<file path="src/rtl/decoder_select_arbiter.sv">
// Round-robin arbiter that shares one 2x4 decoder among four requesters, with a dead gap between grants.
// Optional feature macro: HOLD_LIMIT_EN (forced release after MAX_HOLD grant cycles).
module decoder_select_arbiter #(
  parameter int IDLE_GAP = 1,
  parameter int MAX_HOLD = 8
) (
  input  logic       Clock,
  input  logic       Reset_b,
  input  logic [3:0] req,
  output logic       A,
  output logic       B,
  output logic       enable,
  output logic [3:0] gnt,
  output logic       busy,
  output logic       preempt
);

  typedef enum logic [1:0] {
    IDLE  = 2'd0,
    GRANT = 2'd1,
    GAP   = 2'd2
  } state_t;

  if (IDLE_GAP < 1 || IDLE_GAP > 15) begin : g_badGap
    $error("IDLE_GAP must be in 1..15");
  end
  if (MAX_HOLD < 1 || MAX_HOLD > 255) begin : g_badHold
    $error("MAX_HOLD must be in 1..255");
  end

  state_t     r_state;
  logic [1:0] r_lastPtr;
  logic [3:0] r_gapCnt;
  logic       r_a;
  logic       r_b;
  logic       r_enable;
  logic [3:0] r_gnt;
  logic       r_busy;
  logic       r_preempt;
`ifdef HOLD_LIMIT_EN
  logic [7:0] r_holdCnt;
`endif

  logic       w_anyReq;
  logic [1:0] w_winner;
  logic [1:0] w_cand;
  logic [1:0] w_owner;

  assign A       = r_a;
  assign B       = r_b;
  assign enable  = r_enable;
  assign gnt     = r_gnt;
  assign busy    = r_busy;
  assign preempt = r_preempt;
  assign w_owner = {r_a, r_b};

  // Scan from lowest to highest priority so the last hit (offset 1 past the pointer) wins.
  always_comb begin
    w_anyReq = |req;
    w_winner = r_lastPtr;
    w_cand   = r_lastPtr;
    for (int k = 4; k >= 1; k--) begin
      w_cand = r_lastPtr + 2'(k);
      if (req[w_cand]) w_winner = w_cand;
    end
  end

  always_ff @(posedge Clock or negedge Reset_b) begin
    if (!Reset_b) begin
      r_state   <= IDLE;
      r_lastPtr <= 2'd3;
      r_gapCnt  <= 4'd0;
      r_a       <= 1'b0;
      r_b       <= 1'b0;
      r_enable  <= 1'b1;
      r_gnt     <= 4'b0000;
      r_busy    <= 1'b0;
      r_preempt <= 1'b0;
`ifdef HOLD_LIMIT_EN
      r_holdCnt <= 8'd0;
`endif
    end else begin
      r_preempt <= 1'b0;
      case (r_state)
        IDLE: begin
          r_gapCnt <= 4'd0;
          if (w_anyReq) begin
            r_state   <= GRANT;
            r_lastPtr <= w_winner;
            {r_a, r_b} <= w_winner;
            r_enable  <= 1'b0;
            r_gnt     <= 4'b0001 << w_winner;
            r_busy    <= 1'b1;
`ifdef HOLD_LIMIT_EN
            r_holdCnt <= 8'd1;
`endif
          end
        end
        GRANT: begin
          // A normal drop takes precedence over a hold-limit expiry on the same edge.
          if (!req[w_owner]) begin
            r_state  <= GAP;
            r_enable <= 1'b1;
            r_gnt    <= 4'b0000;
            r_gapCnt <= 4'd1;
`ifdef HOLD_LIMIT_EN
          end else if (r_holdCnt == 8'(MAX_HOLD)) begin
            r_state   <= GAP;
            r_enable  <= 1'b1;
            r_gnt     <= 4'b0000;
            r_gapCnt  <= 4'd1;
            r_preempt <= 1'b1;
          end else begin
            r_holdCnt <= r_holdCnt + 8'd1;
`endif
          end
        end
        GAP: begin
          if (r_gapCnt == 4'(IDLE_GAP)) begin
            if (w_anyReq) begin
              r_state   <= GRANT;
              r_lastPtr <= w_winner;
              {r_a, r_b} <= w_winner;
              r_enable  <= 1'b0;
              r_gnt     <= 4'b0001 << w_winner;
`ifdef HOLD_LIMIT_EN
              r_holdCnt <= 8'd1;
`endif
            end else begin
              r_state  <= IDLE;
              r_busy   <= 1'b0;
              r_gapCnt <= 4'd0;
            end
          end else begin
            r_gapCnt <= r_gapCnt + 4'd1;
          end
        end
        default: begin
          r_state  <= IDLE;
          r_enable <= 1'b1;
          r_gnt    <= 4'b0000;
          r_busy   <= 1'b0;
        end
      endcase
    end
  end

endmodule

</file>
<file path="config.mk">
export PLATFORM = sky130hd
export DESIGN_NAME = decoder_select_arbiter
export DESIGN_NICKNAME = d
export VERILOG_FILES = /design/src/rtl/decoder_select_arbiter.sv
export SDC_FILE = /design/constraint.sdc
export NUM_CORES = 1
export LEC_CHECK = 0
export ABC_AREA = 1
export CORE_AREA = 4 4 49 94
export DETAILED_ROUTE_END_ITERATION = 8
export DIE_AREA = 0 0 53 98
export PLACE_DENSITY_LB_ADDON = 0.3
export SYNTH_ARGS = -nofsm -noshare
export SYNTH_HDL_FRONTEND = slang
export SYNTH_SLANG_ARGS = --single-unit
</file>
<file path="constraint.sdc">
create_clock -name Clock -period 2.6 [get_ports Clock]
set_input_delay 0.52 -clock Clock [delete_from_list [all_inputs] [get_ports Clock]]
set_output_delay 0.52 -clock Clock [all_outputs]
set_load 0.01 [all_outputs]
</file>
==> summary.md <==
| Metric | Value |
|---|---|
| CP endpoint kind | `output pin` |
| Area delta synth->final | `20.5%` |
| RSZ-0062 raised after global routing | `false` |
| Total core area | `3880 um2` |
| Register area share after synthesis | `35.9%` |
| DRT Pass-1 Iters | `4` |
| Nets | `190` |
| DR iter-0 viols | `19` |
| Vias in the first global route | `1020` |
| Routed WL per cell | `11.7 um` |
| Max Root-Sink Buffers | `2` |
| Total GRT Usage | `11.8%` |
| Min Tclk post-route | `1.84 ns` |
| Slowest-stage cell, CP | `dfstp_2` |
| Grt ovf | `0` |
| CTS Buf Count | `3` |
| CTS Hold Bufs | `0` |
| Worst hold-check path type | `flip-flop to flip-flop` |
| # setup viols final | `0` |
| Final HPWL DP | `2.18 mm` |
| Total setup buffers inserted after CTS | `0` |
| Total power | `0.00168 W` |
| Yosys warns | `0` |
| Setup TNS | `0 ns` |
| Max Freq | `0.545 GHz` |
| Chip height | `98 um` |
| CP startpoint kind | `flip-flop` |
| First-pass GRT wire length | `4.45 mm` |
| Seq cells post-synth | `16` |
| Row cnt | `32` |
| Place WS | `0.571 ns` |
| Outcome | `finished clean` |
| Clock Pin Slew Worst Setup and Hold Paths | `0.06 ns` |
| Cell depth of the worst hold path | `2` |
| CP Depth | `1` |
| Clk_lat worst skew | `0.26 ns` |
| R2R Setup Slk | `0.85 ns` |
| Synth cell types | `23` |
| Die X | `53 um` |
| Setup CP Type | `flip-flop to output pin` |
| TritonCTS Sinks | `16` |
| Syn_nets | `174` |
| Post-Syn Instances | `160` |
| Number of enable flip-flop cells after synthesis | `0` |
| Worst r2r path cells | `10` |
| Max Cap Viol | `0` |
| WP data required | `2.08 ns` |
| GPL Wtd Cong | `0.737` |
| Worst path arrival time | `1.32 ns` |
| Actual slew at the worst max-slew pin | `0.748 ns` |
| Crit path largest cell delay | `0.53 ns` |
| Setup Skew | `0.000600 ns` |
| IO Pins | `15` |
| Mapped Area | `1120 um2` |
| Avg Inst Size Synth | `7.03 um2` |
| Number of diodes | `0` |
| Top_reg_cell synth | `dfrtp_1` |
| Asr flop ratio synth | `100%` |
| PD cells | `1240 nW/um2` |
| Post-CTS Resized | `0` |
| Vias per cell | `4.46` |
| Proportion of layout cells with a drive suffix above 1 | `13.1%` |
| Max_slew headroom | `50.0%` |
| DRC | `0` |
| TritonCTS clock tree | `built` |
| Final Slew Violations | `0` |
| Max VDD drop | `0.404 mV` |
| Final worst slack | `0.764 ns` |
| Antenna violations before repair | `0` |
| Vias | `1009` |
| Die area | `5190 um2` |
| Final hold violation count | `0` |
| Starting density of the core | `29.0%` |
| Antenna-violating nets left | `0` |
| Fin crit share | `70.6%` |
| Worst path cell trace | `clkdlybuf4s50_1` |
| Buffers & Inverters on Critical Path | `1` |
| Total wire length | `2.65 mm` |
| H-tree depth | `1` |
| Largest net degree at the start of global routing | `17` |
| Leak Pwr | `0.705 nW` |
| Root Driver | `clkbuf_8` |
| Port buffer count | `13` |
| Crit-path max FO | `2` |
| Crit path max-delay family | `flip-flops` |
[cells in the mapped netlist (2+ instances only)]
library cell / instances / area [um2]
nand3_2: 2 / 20.0
nand2_2: 7 / 43.8
dfrtp_1: 13 / 325
nand3_1: 10 / 50.1
inv_1: 16 / 60.1
ha_1: 8 / 100
a21oi_1: 3 / 15.0
o21ai_0: 11 / 55.1
nand4_1: 2 / 12.5
inv_2: 2 / 7.51
nor2_2: 2 / 12.5
dfstp_2: 3 / 78.8
nand2_1: 65 / 244
nor2_1: 7 / 26.3
[flip-flops by register name, indices dropped and copies added, names as in the netlist]
| register | count |
|---|---|
| gnt | 4 |
| r_gapCnt | 4 |
| r_lastPtr | 2 |
| r_state | 2 |
| A | 1 |
| B | 1 |
| busy | 1 |
| enable | 1 |
[cell type report]
class / instances / area [um2]
Fill cell: 431 / 2530
Timing Repair Buffer: 13 / 130
Inverter: 19 / 76.3
Multi-Input combinational cell: 123 / 626
Clock buffer: 4 / 55.1
Tap cell: 51 / 63.8
Sequential cell: 16 / 404
[power breakdown]
group / switching [W] / internal, W
combinational: 0.000616 / 0.000364
clock: 0.0000885 / 0.000135
sequential: 0.000113 / 0.000366
[metrics by stage]
step	instance area [um2]	hold WS (ns)	util, %	std cells
CTS	1360	0.484	34.9	226
floorplan	1120	0.224	-	160
finish	1360	0.482	34.9	226
global placement	1300	0.474	33.5	222
global route	1360	0.509	34.9	226
detailed placement	1300	0.469	33.5	222
[worst register-to-register path: stages (launching register included)]
cell and delay, ns:
dfrtp_1 0.43, inv_1 0.13, ha_1 0.24, inv_1 0.07, nand2_1 0.12, nand2_1 0.10, nor2_4 0.14, nand2_1 0.12
nor2_2 0.15, nand3_1 0.10, nand2_1 0.08
[layer usage]
metal	share of wire [%]	GRT usage (%)	wire (um)
met3	2.2	1.37	59
met4	3.0	7.09	79
met2	62	23.1	1640
met1	33	10.2	872
met5	0	0	0
[worst paths after layout]
| check | start | to |
|---|---|---|
| setup / recovery | enable$_DFFE_PN1P_ | enable |
| hold / removal | gnt[1]$_DFFE_PN0P_ | gnt[1]$_DFFE_PN0P_ |
| setup reg to reg | r_state[0]$_DFFE_PN0P_ | gnt[1]$_DFFE_PN0P_ |
| hold reg to reg | gnt[1]$_DFFE_PN0P_ | gnt[1]$_DFFE_PN0P_ |
| max in group asynchronous | Reset_b | gnt[1]$_DFFE_PN0P_ |
| min in group asynchronous | Reset_b | gnt[2]$_DFFE_PN0P_ |
[kinds of logic (layout without fill, tap and decap cells)]
family,count (synthesis),in the layout,share of synthesized area (%)
flops,16,16,35.9
xor+xnor,1,1,0.779
fa+ha+maj,8,8,8.90
buf+inv,21,36,8.45
other cells,1,1,0.333
simple gates,98,98,38.6
compound gates,15,15,7.01
[cell usage in the layout (no fill, tap or decap)]
| cell | netlist | final |
|---|---|---|
| inv_6 | 1 | 1 |
| a21oi_1 | 3 | 3 |
| conb_1 | 1 | 1 |
| nor2_1 | 7 | 7 |
| dfstp_2 | 3 | 3 |
| a21oi_2 | 1 | 1 |
| ha_1 | 8 | 8 |
| nand2_2 | 7 | 7 |
| clkdlybuf4s50_1 | 0 | 13 |
| dfrtp_1 | 13 | 13 |
| nand3_1 | 10 | 10 |
| clkbuf_8 | 0 | 4 |
| nor3b_1 | 1 | 1 |
| inv_1 | 16 | 16 |
| o21ai_0 | 11 | 11 |
| inv_2 | 2 | 2 |
| nand4_1 | 2 | 2 |
| nor2_4 | 1 | 1 |
| xor2_1 | 1 | 1 |
| and3_1 | 1 | 1 |
| nand2_1 | 65 | 65 |
| nor2_2 | 2 | 2 |
| nand3_2 | 2 | 2 |
Note: power is estimated with default switching activity, not from simulation.
